[src/rtl/toggle_decoder.sv]
// Toggle-encoded event decoder with a pending-event counter and handshake.
// Each level change on tgl_in_i is one event: it produces a one-cycle pulse, bumps
// a wrap-around total counter and queues one pending event for the consumer.
// Optional build macro TOGGLE_DECODER_SYNC_EN selects a 2-flop synchronizer on
// tgl_in_i; without it the input is registered once (assumed already synchronous).
module toggle_decoder #(
    parameter int unsigned WIDTH    = 8,
    parameter int unsigned PEND_MAX = 4
) (
    input  logic             clk_i,
    input  logic             rst_ni,
    input  logic             tgl_in_i,
    input  logic             clr_i,
    input  logic             evt_ready_i,
    output logic             evt_pulse_o,
    output logic             evt_valid_o,
    output logic [2:0]       pending_o,
    output logic [WIDTH-1:0] count_o,
    output logic             overflow_o,
    output logic             level_o
);

    localparam logic [2:0]       PendMax  = 3'(PEND_MAX);
    localparam logic [WIDTH-1:0] CountOne = WIDTH'(1);

    typedef enum logic [0:0] {StInit, StRun} state_e;

    state_e           state_q, state_d;
    logic             level_q, level_d;
    logic             pulse_q, pulse_d;
    logic [WIDTH-1:0] count_q, count_d;
    logic [2:0]       pending_q, pending_d;
    logic             overflow_q, overflow_d;
    logic             tgl_s;
    logic             evt;
    logic             pop;

`ifdef TOGGLE_DECODER_SYNC_EN
    logic sync1_q, sync2_q;

    // Two-flop synchronizer; INIT primes both stages so a high input at reset
    // release does not ripple through as a fake level change.
    always_ff @(posedge clk_i or negedge rst_ni) begin
        if (!rst_ni) begin
            sync1_q <= 1'b0;
            sync2_q <= 1'b0;
        end else if (state_q == StInit) begin
            sync1_q <= tgl_in_i;
            sync2_q <= tgl_in_i;
        end else begin
            sync1_q <= tgl_in_i;
            sync2_q <= sync1_q;
        end
    end

    assign tgl_s = sync2_q;
`else
    logic sync_q;

    // Single input register; the input is already synchronous to clk_i.
    always_ff @(posedge clk_i or negedge rst_ni) begin
        if (!rst_ni) begin
            sync_q <= 1'b0;
        end else begin
            sync_q <= tgl_in_i;
        end
    end

    assign tgl_s = sync_q;
`endif

    assign evt = (state_q == StRun) && (tgl_s != level_q);
    assign pop = (pending_q != 3'd0) && evt_ready_i;

    // Next-state: FSM, level tracking, event pulse, counters and overflow flag.
    always_comb begin
        state_d    = state_q;
        level_d    = level_q;
        pulse_d    = 1'b0;
        count_d    = count_q;
        pending_d  = pending_q;
        overflow_d = overflow_q;

        unique case (state_q)
            StInit: begin
                // Load the value the synchronizer is being primed with, so the
                // first RUN comparison sees no difference.
                level_d = tgl_in_i;
                state_d = StRun;
            end
            StRun: begin
                if (evt) begin
                    level_d = tgl_s;
                    pulse_d = 1'b1;
                end
            end
            default: state_d = StInit;
        endcase

        if (clr_i) begin
            count_d    = '0;
            pending_d  = 3'd0;
            overflow_d = 1'b0;
        end else begin
            if (evt) begin
                count_d = count_q + CountOne;
            end
            if (evt && !pop) begin
                if (pending_q == PendMax) begin
                    overflow_d = 1'b1;
                end else begin
                    pending_d = pending_q + 3'd1;
                end
            end else if (!evt && pop) begin
                pending_d = pending_q - 3'd1;
            end
        end
    end

    // State registers; reset drops every queued event.
    always_ff @(posedge clk_i or negedge rst_ni) begin
        if (!rst_ni) begin
            state_q    <= StInit;
            level_q    <= 1'b0;
            pulse_q    <= 1'b0;
            count_q    <= '0;
            pending_q  <= 3'd0;
            overflow_q <= 1'b0;
        end else begin
            state_q    <= state_d;
            level_q    <= level_d;
            pulse_q    <= pulse_d;
            count_q    <= count_d;
            pending_q  <= pending_d;
            overflow_q <= overflow_d;
        end
    end

    assign evt_pulse_o = pulse_q;
    assign evt_valid_o = (pending_q != 3'd0);
    assign pending_o   = pending_q;
    assign count_o     = count_q;
    assign overflow_o  = overflow_q;
    assign level_o     = level_q;

endmodule

[config.mk]
export PLATFORM = sky130hd
export DESIGN_NAME = toggle_decoder
export DESIGN_NICKNAME = d
export VERILOG_FILES = /design/src/rtl/toggle_decoder.sv
export SDC_FILE = /design/constraint.sdc
export NUM_CORES = 1
export LEC_CHECK = 0
export CAP_MARGIN = 15
export CORE_MARGIN = 2
export CORE_UTILIZATION = 40
export CTS_BUF_LIST = sky130_fd_sc_hd__clkbuf_4
export CTS_CLUSTER_SIZE = 8
export DETAILED_ROUTE_END_ITERATION = 8
export PLACE_DENSITY = 0.7
export SYNTH_ARGS = -nofsm -noshare
export SYNTH_HDL_FRONTEND = slang
export SYNTH_SLANG_ARGS = --single-unit
[constraint.sdc]
create_clock -name clk_i -period 6.59 [get_ports clk_i]
set_input_delay 1.318 -clock clk_i [delete_from_list [all_inputs] [get_ports clk_i]]
set_output_delay 1.318 -clock clk_i [all_outputs]
set_load 0.02 [all_outputs]
==> results of run 1 <==
[cell usage in the layout, fill, tap and decap left out, types with 2 or more instances in the layout]
cell type,n
inv_1,3
nor2_1,11
clkbuf_4,3
nand2_1,6
nor3_1,3
or3_1,3
o21ai_0,6
a21oi_1,7
xnor2_1,4
xor2_1,3
clkdlybuf4s50_1,19
nand4_1,2
dfrtp_1,16
nand3_1,4
[worst register-to-register path, cell delays in order, from the launching register on]
cell      delay, ps
dfrtp_1         440
xor2_2          360
nand2_1         250
a21oi_1         220
fa_1            450
o21ai_0         220
nor2_1           70
o311ai_0        320
and4_1          230
[stage by stage]
step           hold WS, ps  utilization  worst slack, ps  total power [mW]
2_1_floorplan        576.9            -             3687            0.1992
3_3_place_gp         504.1       0.5381             3246            0.2404
3_5_place_dp         491.7       0.5381             3127            0.2433
4_1_cts              530.9       0.5494             3418            0.2935
5_1_grt              577.9       0.5494             3181            0.3148
6_report             516.9       0.5494             3382            0.2923
[routing by layer]
layer / up-vias / share of wire
met5: - / 0
met4: 0 / 0.012
met3: 4 / 0.031
met2: 11 / 0.47
met1: 357 / 0.48
li1: 363 / -
[final cells by class]
cell class / count / area (um^2)
multi-input cells: 69 / 436.7
repair buffers: 19 / 190.2
flip-flops and latches: 16 / 400.4
fillers: 190 / 902.1
inverters: 4 / 16.27
clock buffers: 3 / 22.52
well taps: 27 / 33.78
[flip-flops by register name, summed over array words and instances (netlist names)]
signal / cells
count_o: 8
evt_pulse_o: 1
level_o: 1
overflow_o: 1
pending_o: 3
state_q: 1
sync_q: 1
[synth_stat cells]
master,count
dfrtp_1,16
nor2_1,11
a21oi_1,7
nand2_1,6
o21ai_0,6
nand3_1,4
xnor2_1,4
clkbuf_1,3
inv_1,3
nor3_1,3
or3_1,3
xor2_1,3
nand4_1,2
a2bb2oi_1,1
a31oi_1,1
a41oi_1,1
and2_1,1
and3_1,1
and3_2,1
and4_1,1
buf_2,1
clkinv_2,1
conb_1,1
fa_1,1
ha_1,1
mux2_2,1
mux2i_1,1
nand4b_1,1
nor2b_1,1
nor4_1,1
o2111ai_1,1
o211ai_1,1
o311ai_0,1
o31ai_1,1
xor2_2,1
[logic make-up after synthesis]
logic type	after synthesis	share of synthesized area
AND/OR/NAND/NOR	36	0.2072
AO/OA/AOI/OAI	20	0.1396
flip-flops	16	0.4604
XOR/XNOR	8	0.08922
buffers and inverters	8	0.03740
adder cells (fa/ha/maj)	2	0.03741
multiplexers	2	0.02446
other	1	0.004312
[power breakdown]
group | switching, mW | internal [mW]
clock | 0.0289 | 0.0212
combinational | 0.0632 | 0.0536
sequential | 0.0180 | 0.107
[final timing paths]
check / startpoint / end / slack [ps]
hold / removal: overflow_o / overflow_o / 520
setup / recovery: evt_ready_i / pending_o[1] / 3380
min in group asynchronous: rst_ni / pending_o[1] / 1460
max in group asynchronous: rst_ni / pending_o[0] / 4690
hold reg to reg: overflow_o / overflow_o / 520
setup reg to reg: level_o / pending_o[1] / 3990
==> out/metrics.cfg, run 1 <==
[outcome]
status=finished clean

[drt]
wirelength_mm=1.811
drcViolationCount=0
postRouteAntennaNets=0
dr.pass1.iters=2
vias=735
viasPerCell=5.326
drt-initial-drc-count=14
wl_per_cell_um=13.12

[synth]
syn_area_um2=869.6
synth_area_leaders=dfrtp_1 46%, nor2_1 4.7%, a21oi_1 4.0%
netlist-cell-type-count=35
netlist_instances=93
yosysSeqAreaShare=0.4604
synth_warnings=0
synth_top_area_frac=0.4604
yosysTopAreaCell=dfrtp_1
synthesis.nets=100
avgSynthCellArea_um2=9.350
ys_ff_latch=16

[placement]
place_congestion=0.7294
placedInstanceArea_um2=1077
placed_cells=135
dp_hpwl_mm=1.297
io_buffers=19

[flow_run]
cap_viol_max_count=0

[critical_path]
critPathTopFamily=compound AO/OA/AOI/OAI gates
critPathRequiredTime_ps=6810
crit_cells=7
crit_path_top_delay_cell=clkdlybuf4s50_1
critPathMaxFanout=11
cpPeakStageDelay_ps=580
crit_chain=clkdlybuf4s50_1 > a21oi_1 > fa_1 > o21ai_0 > nor2_1 > o311ai_0 > and4_1
cp-start-kind=input pin
critPathArrivalTime_ps=3430
critPathCaptureType=flip-flop
cp_num_buf_inv=1
critPathKind=input pin to flip-flop
ff2ff_path_depth=8

[sta]
fmax_ghz=0.3117
rsz0062_at_grt=no
post-route-period-util=0.4868
setup-tns-final_ps=0
finalSetupViolations=0
slew_viol_final=0
fin_crit_ps=3208
finalClockSkew_ps=0.7429
final-hold-violation-count=0
worst_pin_slew_ps=709.6
slew_headroom=0.5255

[min_path]
min_path_type=flip-flop to flip-flop
whs_path_depth=2

[global_routing]
busiest_layer=met2
use_met2=0.2675
grt_pass1_vias=705
antenna_found_initial=0
grt_max_degree=17
grt_pass1_wl_mm=3.146
grt_use_total=0.1638
grt_overflow_total=0
met3_usage=0.03571
use_met1=0.2152

[floorplan]
num_rows=16
core_area_um2=2002
dieArea_um2=2563
die_y_um=50.63
start_util=0.4344
die_w_um=50.63
io_pins=20

[clock_network]
cts-root-buf=clkbuf_4
clock_latency_ps=280
postCtsHoldBufs=0
post-cts-setup-buffers=0
cts_buffer_depth=2
cts_buffers=3
h-tree-depth=1
cts_tree=yes
path_clk_slew_ps=90
ctsResizeCount=0
clkSinkCount=16

[final_layout]
stdcell_area_um2=1100
finalNetCount=120
drive_gt1_frac=0.06306
finalNonFillerCells=138
diodes=0
syn2layout_area_growth_pct=26.47

[power]
power.density_nw_per_um2=265.8
peakVddDrop_mv=0.1317
power.leakage_nw=0.4442

No activity file was read; power rests on OpenSTA's default activity.
==> run 2: changes to the inputs <==
- clock period: 6.59 -> 3 ns (I/O delays scaled with it)
==> run 2 against run 1 <==
Flip-flop and latch count unchanged. Routed wire length up 2.5%. Largest power group unchanged. Die area unchanged.
==> out/metrics.cfg, run 2 (synthesis results as in run 1) <==
[final_layout]
utilization=0.5531
stdcell_area_um2=1107
fill_cells=187
drive_gt1_frac=0.07143
final_common_cell=clkdlybuf4s50_1
largest_reg_flops=8
syn2layout_area_growth_pct=27.34
finalNetCount=121
most-common-layout-cells=19 x clkdlybuf4s50_1, 16 x dfrtp_1, 11 x nor2_1, 7 x a21oi_1
diodes=0

[critical_path]
critPathCaptureType=flip-flop
cp_num_buf_inv=0
critPathMaxFanout=8
crit_path_top_delay_cell=fa_1
crit_chain=xor2_2 > nand2_1 > a21oi_1 > fa_1 > o21ai_0 > nor2_1 > o311ai_0 > and4_1
critPathKind=flip-flop to flip-flop
cpPeakStageDelay_ps=450
cp-start-kind=flip-flop
critPathArrivalTime_ps=2800
critPathRequiredTime_ps=3220
critPathTopFamily=compound AO/OA/AOI/OAI gates

[floorplan]
die_w_um=50.63
io_pins=20
num_rows=16
die_y_um=50.63
core_area_um2=2002
dieArea_um2=2563
start_util=0.4344

[drt]
postRouteAntennaNets=0
route.met2.wl_um=909
drt-initial-drc-count=17
vias=760
wl_per_cell_um=13.36
met1_length_um=823
met3_length_um=86
drcViolationCount=0
dr.pass1.iters=4
routed.top_layer=met4
viasPerCell=5.468
wirelength_mm=1.857

[global_routing]
grt_pass1_vias=719
grt_overflow_total=0
grt_pass1_wl_mm=3.180
grt_max_degree=17
grt_use_total=0.1681
antenna_found_initial=0

[sta]
finalClockSkew_ps=2.742
setup-tns-final_ps=0
final-hold-violation-count=0
worst_pin_slew_ps=680.2
slew_headroom=0.5451
rsz0062_at_grt=no
post-route-period-util=0.8592
finalSetupViolations=0
fmax_ghz=0.3880
slew_viol_final=0
fin_crit_ps=2578

[clock_network]
clock_latency_ps=280
cts_buffer_depth=2
h-tree-depth=1
clkSinkCount=16
postCtsHoldBufs=0
post-cts-setup-buffers=0
cts-root-buf=clkbuf_4
path_clk_slew_ps=90
ctsResizeCount=0
cts_tree=yes
cts_buffers=3

[power]
peakVddDrop_mv=0.3294
power.density_nw_per_um2=586.6
p_total_mw=0.6496
power.leakage_nw=0.4490

[placement]
placedInstanceArea_um2=1085
dp_hpwl_mm=1.362
io_buffers=19
place_congestion=0.8702

[outcome]
status=finished clean

[min_path]
min_path_type=flip-flop to flip-flop

[flow_run]
cap_viol_max_count=0

[run 2: worst paths after layout]
kind / from / end / slack, ps / cells past startpoint
max: level_o / pending_o[1] / 420 / 8
min: overflow_o / overflow_o / 520 / 2
max reg2reg: level_o / pending_o[1] / 420 / 8
min reg2reg: overflow_o / overflow_o / 520 / 2
max in group asynchronous: rst_ni / overflow_o / 1850 / 1
min in group asynchronous: rst_ni / count_o[4] / 720 / 1
[run 2: cell type report]
type / instances / area [um^2] / share of cell area
Multi-Input combinational cell: 69 / 436.7 / 0.3944
Clock buffer: 3 / 22.52 / 0.02034
Tap cell: 27 / 33.78 / 0.03051
Sequential cell: 16 / 400.4 / 0.3616
Inverter: 4 / 16.27 / 0.01469
Timing Repair Buffer: 20 / 197.7 / 0.1785
[run 2: per-stage QoR]
stage          instances  hold WS [ps]  worst slack, ps
4_1_cts              139         525.0            446.0
3_5_place_dp         136         499.0            452.8
5_1_grt              139         552.7            155.0
2_1_floorplan         93         304.4            423.1
3_3_place_gp         136         500.9            558.2
6_report             139         520.0            422.4
[run 2: tightest hold or removal path, stage by stage (launching register included)]
cell	delay [ps]
dfrtp_1	350
a41oi_1	40
nor2_1	80
[run 2: per-layer routing]
metal	up-vias	global-route usage
met1	365	0.2129
met5	-	0
met4	0	0.1036
met2	28	0.2588
li1	363	-
met3	4	0.03869
[run 2: power by group]
| group | internal (mW) | switching, mW | total (mW) |
|---|---|---|---|
| clock network | 0.0466 | 0.0663 | 0.113 |
| registers | 0.236 | 0.0394 | 0.275 |
| logic | 0.120 | 0.141 | 0.261 |
